==> config.mk <==
export PLATFORM = sky130hd
export DESIGN_NAME = lsu_flat
export DESIGN_NICKNAME = d
export VERILOG_FILES = /design/src/rtl/lsu_if.sv /design/src/rtl/lsu.sv /design/src/flat_wrapper.sv
export SDC_FILE = /design/constraint.sdc
export NUM_CORES = 1
export LEC_CHECK = 0
export CELL_PAD_IN_SITES_DETAIL_PLACEMENT = 1
export CELL_PAD_IN_SITES_GLOBAL_PLACEMENT = 1
export CORE_ASPECT_RATIO = 1.5
export CORE_UTILIZATION = 37
export CTS_CLUSTER_DIAMETER = 100
export DETAILED_ROUTE_END_ITERATION = 7
export PLACE_DENSITY = 0.95
export SYNTH_ARGS = -nofsm -noshare
export SYNTH_HDL_FRONTEND = slang
export SYNTH_SLANG_ARGS = --single-unit
==> constraint.sdc <==
create_clock -name clk -period 4.4 [get_ports clk]
set_input_delay 0.88 -clock clk [delete_from_list [all_inputs] [get_ports clk]]
set_output_delay 0.88 -clock clk [all_outputs]
set_load 0.05 [all_outputs]
==> src/rtl/lsu_if.sv <==
// LSU signal bundle: EXU-side op handshake, word-wide memory bus and writeback results.
interface lsu_if;
  logic        in_valid;
  logic        in_ready;
  logic        is_load;
  logic        is_store;
  logic [2:0]  funct3;
  logic [31:0] addr;
  logic [31:0] wdata;
  logic        mem_req;
  logic        mem_we;
  logic [31:0] mem_addr;
  logic [31:0] mem_wdata;
  logic [3:0]  mem_be;
  logic        mem_gnt;
  logic        mem_rvalid;
  logic [31:0] mem_rdata;
  logic [31:0] data_ram;
  logic        done;
  logic        err;
  logic        busy;

  modport slave (
    input  in_valid, is_load, is_store, funct3, addr, wdata,
    input  mem_gnt, mem_rvalid, mem_rdata,
    output in_ready, mem_req, mem_we, mem_addr, mem_wdata, mem_be,
    output data_ram, done, err, busy
  );

  modport master (
    output in_valid, is_load, is_store, funct3, addr, wdata,
    output mem_gnt, mem_rvalid, mem_rdata,
    input  in_ready, mem_req, mem_we, mem_addr, mem_wdata, mem_be,
    input  data_ram, done, err, busy
  );
endinterface

==> src/rtl/lsu.sv <==
// Load/store unit: one EXU memory op -> one bus access -> extended writeback data.
// Optional define LSU_MISALIGN_TRAP_EN traps misaligned H/W accesses without using the bus.
module lsu #(
  parameter int unsigned TIMEOUT_CYCLES = 255
) (
  input logic  clk,
  input logic  rst_n,
  lsu_if.slave bus
);

  localparam logic [1:0] IDLE = 2'd0;
  localparam logic [1:0] REQ  = 2'd1;
  localparam logic [1:0] WAIT = 2'd2;
  localparam logic [1:0] RESP = 2'd3;

  localparam logic [7:0] TIMEOUT_LIMIT = 8'(TIMEOUT_CYCLES);

  logic [1:0]  state_q, state_d;
  logic [7:0]  cnt_q, cnt_d;
  logic        err_q, err_d;
  logic [31:0] data_ram_q, data_ram_d;
  logic        ready_q;
  logic        we_q;
  logic [2:0]  f3_q;
  logic [1:0]  lane_q;
  logic [29:0] waddr_q;
  logic [31:0] wdata_q;
  logic [3:0]  be_q;

  logic        accept;
  logic [7:0]  cnt_inc;
  logic        cnt_hit;
  logic [3:0]  be_new;
  logic [31:0] wdata_new;
  logic [7:0]  rbyte;
  logic [15:0] rhalf;
  logic [31:0] load_data;

  assign accept  = bus.in_valid & (bus.is_load | bus.is_store) & ready_q & (state_q == IDLE);
  assign cnt_inc = cnt_q + 8'd1;
  assign cnt_hit = (cnt_inc == TIMEOUT_LIMIT);

`ifdef LSU_MISALIGN_TRAP_EN
  logic misalign;
  assign misalign = ((bus.funct3[1:0] == 2'b01) & bus.addr[0]) |
                    (bus.funct3[1] & (bus.addr[1:0] != 2'b00));
`endif

  // Narrow stores replicate their data across the word; the byte enables pick the live lane.
  always_comb begin
    be_new    = 4'b1111;
    wdata_new = bus.wdata;
    case (bus.funct3[1:0])
      2'b00: begin
        be_new    = 4'b0001 << bus.addr[1:0];
        wdata_new = {4{bus.wdata[7:0]}};
      end
      2'b01: begin
        be_new    = 4'b0011 << {bus.addr[1], 1'b0};
        wdata_new = {2{bus.wdata[15:0]}};
      end
      default: ;
    endcase
  end

  always_comb begin
    case (lane_q)
      2'd0:    rbyte = bus.mem_rdata[7:0];
      2'd1:    rbyte = bus.mem_rdata[15:8];
      2'd2:    rbyte = bus.mem_rdata[23:16];
      default: rbyte = bus.mem_rdata[31:24];
    endcase
    rhalf = lane_q[1] ? bus.mem_rdata[31:16] : bus.mem_rdata[15:0];
    case (f3_q)
      3'b000:  load_data = {{24{rbyte[7]}}, rbyte};
      3'b100:  load_data = {24'h0, rbyte};
      3'b001:  load_data = {{16{rhalf[15]}}, rhalf};
      3'b101:  load_data = {16'h0, rhalf};
      default: load_data = bus.mem_rdata;
    endcase
  end

  // A response beats a timeout that expires in the same cycle.
  always_comb begin
    state_d    = state_q;
    cnt_d      = cnt_q;
    err_d      = err_q;
    data_ram_d = data_ram_q;
    case (state_q)
      IDLE: begin
        if (accept) begin
          cnt_d = 8'd0;
          err_d = 1'b0;
`ifdef LSU_MISALIGN_TRAP_EN
          if (misalign) begin
            state_d = RESP;
            err_d   = 1'b1;
          end else begin
            state_d = REQ;
          end
`else
          state_d = REQ;
`endif
        end
      end
      REQ: begin
        cnt_d = cnt_inc;
        if (bus.mem_gnt && bus.mem_rvalid) begin
          state_d = RESP;
          if (!we_q) data_ram_d = load_data;
        end else if (cnt_hit) begin
          state_d    = RESP;
          err_d      = 1'b1;
          data_ram_d = 32'h0;
        end else if (bus.mem_gnt) begin
          state_d = WAIT;
        end
      end
      WAIT: begin
        cnt_d = cnt_inc;
        if (bus.mem_rvalid) begin
          state_d = RESP;
          if (!we_q) data_ram_d = load_data;
        end else if (cnt_hit) begin
          state_d    = RESP;
          err_d      = 1'b1;
          data_ram_d = 32'h0;
        end
      end
      RESP:    state_d = IDLE;
      default: state_d = IDLE;
    endcase
  end

  // ready_q keeps in_ready low until the first edge after reset release.
  always_ff @(posedge clk or negedge rst_n) begin
    if (!rst_n) begin
      state_q    <= IDLE;
      cnt_q      <= 8'd0;
      err_q      <= 1'b0;
      data_ram_q <= 32'h0;
      ready_q    <= 1'b0;
      we_q       <= 1'b0;
      f3_q       <= 3'b000;
      lane_q     <= 2'b00;
      waddr_q    <= 30'h0;
      wdata_q    <= 32'h0;
      be_q       <= 4'h0;
    end else begin
      state_q    <= state_d;
      cnt_q      <= cnt_d;
      err_q      <= err_d;
      data_ram_q <= data_ram_d;
      ready_q    <= 1'b1;
      if (accept) begin
        we_q    <= bus.is_store;
        f3_q    <= bus.funct3;
        lane_q  <= bus.addr[1:0];
        waddr_q <= bus.addr[31:2];
        wdata_q <= wdata_new;
        be_q    <= be_new;
      end
    end
  end

  assign bus.in_ready  = ready_q & (state_q == IDLE);
  assign bus.mem_req   = (state_q == REQ);
  assign bus.mem_we    = (state_q == REQ) & we_q;
  assign bus.mem_addr  = {waddr_q, 2'b00};
  assign bus.mem_wdata = wdata_q;
  assign bus.mem_be    = be_q;
  assign bus.data_ram  = data_ram_q;
  assign bus.done      = (state_q == RESP);
  assign bus.err       = (state_q == RESP) & err_q;
  assign bus.busy      = (state_q != IDLE);

endmodule

==> src/flat_wrapper.sv <==
// flat-port wrapper written by rule: the top's interface ports become plain ports
module lsu_flat 
#(
  parameter int unsigned TIMEOUT_CYCLES = 255
)
  (clk, rst_n, bus_in_valid, bus_is_load, bus_is_store, bus_funct3, bus_addr, bus_wdata, bus_mem_gnt, bus_mem_rvalid, bus_mem_rdata, bus_in_ready, bus_mem_req, bus_mem_we, bus_mem_addr, bus_mem_wdata, bus_mem_be, bus_data_ram, bus_done, bus_err, bus_busy);
  lsu_if bus_i ();
  input logic clk;
  input logic rst_n;
  input wire logic [$bits(bus_i.in_valid)-1:0] bus_in_valid;
  input wire logic [$bits(bus_i.is_load)-1:0] bus_is_load;
  input wire logic [$bits(bus_i.is_store)-1:0] bus_is_store;
  input wire logic [$bits(bus_i.funct3)-1:0] bus_funct3;
  input wire logic [$bits(bus_i.addr)-1:0] bus_addr;
  input wire logic [$bits(bus_i.wdata)-1:0] bus_wdata;
  input wire logic [$bits(bus_i.mem_gnt)-1:0] bus_mem_gnt;
  input wire logic [$bits(bus_i.mem_rvalid)-1:0] bus_mem_rvalid;
  input wire logic [$bits(bus_i.mem_rdata)-1:0] bus_mem_rdata;
  output wire logic [$bits(bus_i.in_ready)-1:0] bus_in_ready;
  output wire logic [$bits(bus_i.mem_req)-1:0] bus_mem_req;
  output wire logic [$bits(bus_i.mem_we)-1:0] bus_mem_we;
  output wire logic [$bits(bus_i.mem_addr)-1:0] bus_mem_addr;
  output wire logic [$bits(bus_i.mem_wdata)-1:0] bus_mem_wdata;
  output wire logic [$bits(bus_i.mem_be)-1:0] bus_mem_be;
  output wire logic [$bits(bus_i.data_ram)-1:0] bus_data_ram;
  output wire logic [$bits(bus_i.done)-1:0] bus_done;
  output wire logic [$bits(bus_i.err)-1:0] bus_err;
  output wire logic [$bits(bus_i.busy)-1:0] bus_busy;
  assign bus_i.in_valid = bus_in_valid;
  assign bus_i.is_load = bus_is_load;
  assign bus_i.is_store = bus_is_store;
  assign bus_i.funct3 = bus_funct3;
  assign bus_i.addr = bus_addr;
  assign bus_i.wdata = bus_wdata;
  assign bus_i.mem_gnt = bus_mem_gnt;
  assign bus_i.mem_rvalid = bus_mem_rvalid;
  assign bus_i.mem_rdata = bus_mem_rdata;
  assign bus_in_ready = bus_i.in_ready;
  assign bus_mem_req = bus_i.mem_req;
  assign bus_mem_we = bus_i.mem_we;
  assign bus_mem_addr = bus_i.mem_addr;
  assign bus_mem_wdata = bus_i.mem_wdata;
  assign bus_mem_be = bus_i.mem_be;
  assign bus_data_ram = bus_i.data_ram;
  assign bus_done = bus_i.done;
  assign bus_err = bus_i.err;
  assign bus_busy = bus_i.busy;
  lsu #(.TIMEOUT_CYCLES(TIMEOUT_CYCLES)) u_core (.clk(clk), .rst_n(rst_n), .bus(bus_i));
endmodule
---- Word-level counts from Yosys, hierarchy flattened ----
Index checks and enable logic that the tools add are counted.
word-level totals
  input port bits ......................... 106
  register bits ........................... 116
operators by class
  equality and inequality tests ........... 15
  bitwise logic cells ..................... 7
  shifts and indexed selects .............. 2
  reduce and logical (&&, ||, !) cells .... 13
  add/subtract/negate cells ............... 1
  muxes and demuxes ....................... 24
operators by type and width
  operator             count
  $mux 32              4
  $pmux 32 s2          2
  $pmux 32 s4          1
  $pmux 8 s3           1
  $mux 16              1
  $pmux 8 s2           1
  $mux 2               6
  $add 8x1->8 const B  1
  $eq 8x8->1 const B   1
  $mux 8               1
  $pmux 2 s4           1
  $pmux 4 s2           1
  $and 1x1->1          6
  $eq 2x1->1 const B   3
  $eq 2x2->1 const B   3
  $eq 3x3->1 const B   2
  $logic_not 2->1      3
  $reduce_bool 2->1    3
  $mux 1               4
  $ne 2x2->1 const B   2
  $ne 4x2->1 const B   1
  $reduce_and 4->1     1
  $shl 1x2->4 const A  1
  $shl 2x2->4 const A  1
  other kinds (11)     11

---- Longest topological paths before layout ----
Gate-level depths: netlist of the first run.
  depth in word-level cells ............... 6
  depth in mapped cells ................... 9

---- Least setup slack after synthesis of the first run ----
Ideal clock, no wire load.
  path kind ............................... register to output
  start point ............................. register u_core.state_q[1]
  end point ............................... output port bus_mem_we
  arrival time ............................ 1.513 ns
  buffers on the path ..................... 0
  path slack .............................. 2.007 ns
  stages on the path, launching flop included .. 4
  cells stage by stage .................... dfrtp_1 -> inv_1 -> ha_1 -> and2_1
between the ends
  word-level cells in the longest chain between the ends .. 2
RTL lines
  what                      line                RTL
  start: declaration        lsu.sv:18           logic [1:0] state_q, state_d;
  start signal: assignment  lsu.sv:150          state_q <= state_d;
  $eq 2x1->1                n/a
  via bus_mem_req           flat_wrapper.sv:20  output wire logic [$bits(bus_i.mem_req)-1:0] bus_mem_req;
  $and 1x1->1               lsu.sv:168          assign bus.mem_we = (state_q == REQ) & we_q;
  end: declaration          flat_wrapper.sv:21  output wire logic [$bits(bus_i.mem_we)-1:0] bus_mem_we;
The timed path passes the listed nets, and every way through them passes these cells.

---- Final worst setup path of the first run ----
  start point ............................. register u_core.we_q
  end point ............................... output port bus_mem_we
between the ends
  word-level cells in the longest chain between the ends .. 1
RTL lines
  what                      line        RTL
  start: declaration        lsu.sv:23   logic we_q;
  start signal: assignment  lsu.sv:156  we_q <= bus.is_store;
  $and 1x1->1               lsu.sv:168
No other way between the ends.

==> flow_metrics.tcl, run 1 <==
set metrics [dict create \
    rsz0062_at_grt "no" \
    track_usage_pct 26.0 \
    h-tree-depth 4 \
    swShare_pct 47.9 \
    whs_ns 0.479 \
    die_x_um 107 \
    buffer_ports.inserted 209 \
    share_comb_of_total_power_pct 54.1 \
    die_height_um 160 \
    finalWeightedCongestion 0.856 \
    fin_nets 922 \
    synthCells 617 \
    ys.flop_type "dfrtp_1" \
    status "complete, no violations" \
    switchingPower_mw 3.72 \
    vias 5581 \
    vias_per_cell 5.42 \
    r2r_setup_slack_ns 1.68 \
    tightest_slew_ns 1.07 \
    critPathArrivalTime_ns 2.29 \
    netlist_area_mm2 0.00612 \
    placed_cells 996 \
    seq_area_frac_synth_pct 47.4 \
    nFillCells 1752 \
    yosys.cell_types.count 50 \
    area_growth_syn_to_layout_pct 47.2 \
    synth.top_cells.by_area "dfrtp_1 (47%), mux2_2 (9.2%), nand2_1 (5.1%), mux2i_1 (4.9%), o21ai_0 (4.2%)" \
    cp_max_fo 21 \
    clock_skew_ns 0.0154 \
    power_frac_seq_pct 25.7 \
    peakVddDrop_uv 387 \
    hold_viol_final 0 \
    grt_pass1_vias 6344 \
    grt_antenna_before_repair 1 \
    drive_gt1_share_pct 11.7 \
    holdBufCountCts 0 \
    pwr-share-clk_pct 20.2 \
    p_int_mw 4.04 \
    die_area_mm2 0.0171 \
    cts_resized 0 \
    maxSlewHeadroom_pct 28.9 \
    ys_async_sr_fraction_pct 100 \
    finalSetupTns_ns 0 \
    min_path_type "flop to flop" \
    grt_pass1_wl_mm 34.0 \
    yosysTopAreaCellShare_pct 47.4 \
    drt_iter0_drc 210 \
    drt-pass1-iter-count 4 \
    drt-wirelength-per-cell_um 20.9 \
    dp_slack_ns 1.09 \
    grt_overflow 0 \
    critPathCaptureType "primary output" \
    rows 57 \
    post-synth-top-count-cell "dfrtp_1" \
    finalMaxSlewViolations 0 \
    final_cell_area_mm2 0.00901 \
    multi_input_area_mm2 0.00285 \
    fin_crit_sh_pct 72.1 \
    cts_tree "built" \
    ys.warnings.count 0 \
    synth_edf_count 0 \
    clk_path_buf_depth 2 \
    clk_latency_ns 0.42 \
    start_util_pct 37.8 \
    p_leak_nw 3.91 \
    synth_seq_cells 116 \
    post-route-util_pct 55.7 \
    cap_violations 0 \
    cts_root_buffer "clkbuf_16" \
    dp_hpwl_mm 15.0 \
    cts_buffers 17 \
    synth_common_cells "dfrtp_1 (116), nand2_1 (83), o21ai_0 (51)" \
    routed_wl_mm 21.5 \
    ant_nets 0 \
    clk_pin_slew_ns 0.05 \
    cts.sinks 116 \
    fin_cells 1029 \
    placed_area_mm2 0.00835 \
    fin_ws_ns 1.23 \
    ios 212 \
    power_mw 7.77 \
    grt_max_degree 73 \
    crit_required_ns 3.52 \
    p_per_area_mw_per_mm2 862 \
    drc 0 \
    synth_area_leader_cell "dfrtp_1" \
    cp-start-kind "flop" \
    synth.avg_cell_area_um2 9.92 \
    period_needed_ns 3.17 \
    max_freq_mhz 315 \
    regArea_mm2 0.00290 \
    core-area_mm2 0.0162 \
    path_class "flop to primary output" \
    post_cts.repair.setup_buffers 0 \
    final-setup-viol-count 0 \
]
-- final cells by class --
type / instances / share of cell area (%)
repair buffers: 218 / 23.9
clock inverters: 8 / 1.89
well taps: 206 / 2.86
diodes: 1 / 0.0278
clock buffers: 24 / 5.46
flip-flops and latches: 116 / 32.2
inverters: 48 / 2.00
multi-input cells: 408 / 31.6
-- flip-flops by register name, summed over array words and instances (netlist names) --
name,cells
u_core.cnt_q,8
u_core.we_q,1
u_core.ready_q,1
u_core.bus.data_ram,32
u_core.err_q,1
u_core.lane_q,2
u_core.bus.mem_be,4
u_core.f3_q,3
u_core.state_q,2
u_core.waddr_q,30
u_core.bus.mem_wdata,32
-- cells by family after synthesis --
logic type                 after synthesis  share of synthesized area, %
adders and majority gates                7                          1.43
xor gates and xnor gates                 1                         0.143
other                                    2                         0.123
muxes                                   81                          14.5
and+or+nand+nor                        141                          10.2
buffers and inverters                   94                          6.17
DFF                                    116                          47.4
AOI/OAI and AO/OA                      175                          20.1
-- final timing paths --
check                                                  from                                  to  cells past startpoint
max                                 u_core.we_q$_DFFE_PN0P_                          bus_mem_we                      2
min                        u_core.bus.mem_be[2]$_DFFE_PN0P_    u_core.bus.mem_be[2]$_DFFE_PN0P_                      2
max reg2reg                   u_core.state_q[0]$_DFFE_PN0P_  u_core.bus.data_ram[7]$_DFFE_PN0N_                      8
min reg2reg                u_core.bus.mem_be[2]$_DFFE_PN0P_    u_core.bus.mem_be[2]$_DFFE_PN0P_                      2
max in group asynchronous                             rst_n      u_core.waddr_q[29]$_DFFE_PN0P_                      2
min in group asynchronous                             rst_n         u_core.cnt_q[6]$_DFFE_PN0P_                      1
-- worst max-delay path, cell delays in order, from the launching register on --
cell	delay, ns
dfrtp_1	0.86
and2_1	0.22
clkdlybuf4s50_1	0.79
-- routing by layer --
metal  global-route usage (%)  wire length [um]  vias to the layer above
met4                     13.9               841                        0
met2                     47.6             12000                      176
met5                        0                 0                        -
met1                     26.8              7620                     2770
li1                         -                 -                     2578
met3                     6.39              1060                       57
-- power by group through the flow --
stage | combinational (mW) | clock (mW) | sequential (mW)
after floorplan | 1.44 | 0 | 3.24
after global placement | 4.06 | 0 | 1.95
after global routing | 4.43 | 1.64 | 2.06
after CTS | 4.23 | 1.59 | 1.99
after detailed placement | 4.18 | 0 | 1.99
final | 4.20 | 1.57 | 2.00
-- placed cells by master (no fill, tap or decap), types with 10 or more instances in the layout --
cell type and instances:
a21o_1 18, mux2_2 50, dfrtp_1 116, clkdlybuf4s50_1 208, buf_4 10, a32oi_1 19, clkbuf_16 17, o221ai_1 22
nand2_1 83, mux2i_1 30, a211o_1 16, nor2_1 30, a21oi_1 16, o21ai_0 51, inv_1 48
(Power assumes the default switching activity.)
==> run 2: changes to the inputs <==
--- a/config.mk
+++ b/config.mk
@@ -8,10 +8,10 @@
 export CELL_PAD_IN_SITES_DETAIL_PLACEMENT = 1
 export CELL_PAD_IN_SITES_GLOBAL_PLACEMENT = 1
 export CORE_ASPECT_RATIO = 1.5
-export CORE_UTILIZATION = 37
+export CORE_UTILIZATION = 31
 export CTS_CLUSTER_DIAMETER = 100
 export DETAILED_ROUTE_END_ITERATION = 7
-export PLACE_DENSITY = 0.95
+export PLACE_DENSITY = 0.87
 export SYNTH_ARGS = -nofsm -noshare
 export SYNTH_HDL_FRONTEND = slang
 export SYNTH_SLANG_ARGS = --single-unit
==> constraint.sdc (replaced) <==
create_clock -name clk -period 2.7 [get_ports clk]
set_input_delay 0.54 -clock clk [delete_from_list [all_inputs] [get_ports clk]]
set_output_delay 0.54 -clock clk [all_outputs]
set_load 0.05 [all_outputs]
==> flow_metrics.tcl, run 2 (same netlist as run 1, synthesis figures left out) <==
set metrics [dict create \
    status "complete, no violations" \
    rsz0062_at_grt "no" \
    core-area_mm2 0.0192 \
    h-tree-depth 4 \
    drt-pass1-iter-count 6 \
    crit_required_ns 2.16 \
    final_common_cell "clkdlybuf4s50_1" \
    ant_nets 0 \
    antenna_cells 0 \
    finalMaxSlewViolations 0 \
    routed_wl_mm 21.1 \
    cp-start-kind "flop" \
    die_area_mm2 0.0203 \
    grt_pass1_wl_mm 33.2 \
    path_class "flop to primary output" \
    crit_buf_inv 2 \
    fin_crit_sh_pct 93.8 \
    post-route-util_pct 47.5 \
    clk_path_buf_depth 2 \
    area_growth_syn_to_layout_pct 49.4 \
    cap_violations 0 \
    final_cell_area_mm2 0.00915 \
    maxSlewHeadroom_pct 52.4 \
    p_leak_nw 3.99 \
    dp_hpwl_mm 15.5 \
    period_needed_ns 2.53 \
    track_usage_pct 21.7 \
    grt_max_degree 67 \
    critPathArrivalTime_ns 1.99 \
    finalWeightedCongestion 0.822 \
    layout_common_cells "clkdlybuf4s50_1 (205), dfrtp_1 (116), nand2_1 (83)" \
    whs_ns 0.124 \
    dp_slack_ns 0.299 \
    drive_gt1_share_pct 13.5 \
    r2r_setup_slack_ns 0.29 \
    peakVddDrop_uv 575 \
    grt_antenna_before_repair 0 \
    min_path_type "primary input to asynchronous set/reset pin" \
    fin_nets 937 \
    vias 5600 \
    nFillCells 2211 \
    cts_tree "built" \
    cp_max_fo 4 \
    vias_per_cell 5.14 \
    cts_buffers 17 \
    clock_skew_ns 0.0114 \
    grt_pass1_vias 6100 \
    cts_resized 0 \
    drt-wirelength-per-cell_um 19.4 \
    die_x_um 117 \
    crit_chain "inv_1 -> ha_1 -> clkdlybuf4s50_1" \
    crit_path_top_delay_cell "clkdlybuf4s50_1" \
    holdBufCountCts 0 \
    cts.sinks 116 \
    drc 0 \
    final-setup-viol-count 0 \
    post_cts.repair.setup_buffers 0 \
    grt_overflow 0 \
    placed_cells 1061 \
    power_mw 12.5 \
    finalSetupTns_ns 0 \
    placed_area_mm2 0.00854 \
    fin_ws_ns 0.167 \
    rows 62 \
    die_height_um 174 \
    start_util_pct 31.8 \
    clk_latency_ns 0.41 \
    drt_iter0_drc 288 \
    fin_cells 1090 \
    hold_viol_final 0 \
    clk_pin_slew_ns 0.05 \
    buffer_ports.inserted 209 \
    tightest_slew_ns 0.714 \
    critPathCaptureType "primary output" \
    max_freq_mhz 395 \
    critPathMaxStageDelay_ns 0.82 \
    ios 212 \
    path_delay_family "buffers and inverters" \
    p_per_area_mw_per_mm2 1370 \
    cts_root_buffer "clkbuf_16" \
]
[run 2: cell types whose count changed in the layout (fill, tap and decap cells not counted), sizes merged, moves of 3 or more]
cell / delta
buf: +17
clkbuf: -6
clkinv: +5
clkdlybuf4s50: -3
[run 2: path summary, 6_finish.rpt]
path / startpoint / end / cells after the start
min in group clk: u_core.bus.mem_wdata[24]$_DFFE_PN0P_ / u_core.bus.mem_wdata[24]$_DFFE_PN0P_ / 2
max reg2reg: u_core.cnt_q[0]$_DFFE_PN0P_ / u_core.state_q[0]$_DFFE_PN0P_ / 6
max in group asynchronous: rst_n / u_core.bus.data_ram[24]$_DFFE_PN0N_ / 2
max: u_core.state_q[1]$_DFFE_PN0P_ / bus_mem_req / 3
min reg2reg: u_core.bus.mem_wdata[24]$_DFFE_PN0P_ / u_core.bus.mem_wdata[24]$_DFFE_PN0P_ / 2
min: rst_n / u_core.state_q[0]$_DFFE_PN0P_ / 1
[run 2: metal layers]
layer	vias to the layer above	wire [um]	track usage (%)
met5	-	0	0
met4	0	986	12.4
met3	64	1190	5.54
met2	189	11200	37.7
met1	2747	7720	23.3
li1	2600	-	-
[run 2: report_power, final]
| part | switching (mW) | internal (mW) |
|---|---|---|
| Clock | 0.822 | 1.54 |
| Sequential | 0.621 | 2.51 |
| Combinational | 4.59 | 2.45 |
| Total | 6.04 | 6.51 |
[run 2: layout make-up]
class | instances | area [um^2] | share of cell area [%]
multi-input combinational | 408 | 2850 | 31.2
timing repair buffer | 233 | 2290 | 25.1
clock buffer | 18 | 439 | 4.80
inverter | 48 | 180 | 1.97
clock inverter | 11 | 161 | 1.76
sequential | 116 | 2900 | 31.7
tap | 256 | 320 | 3.50
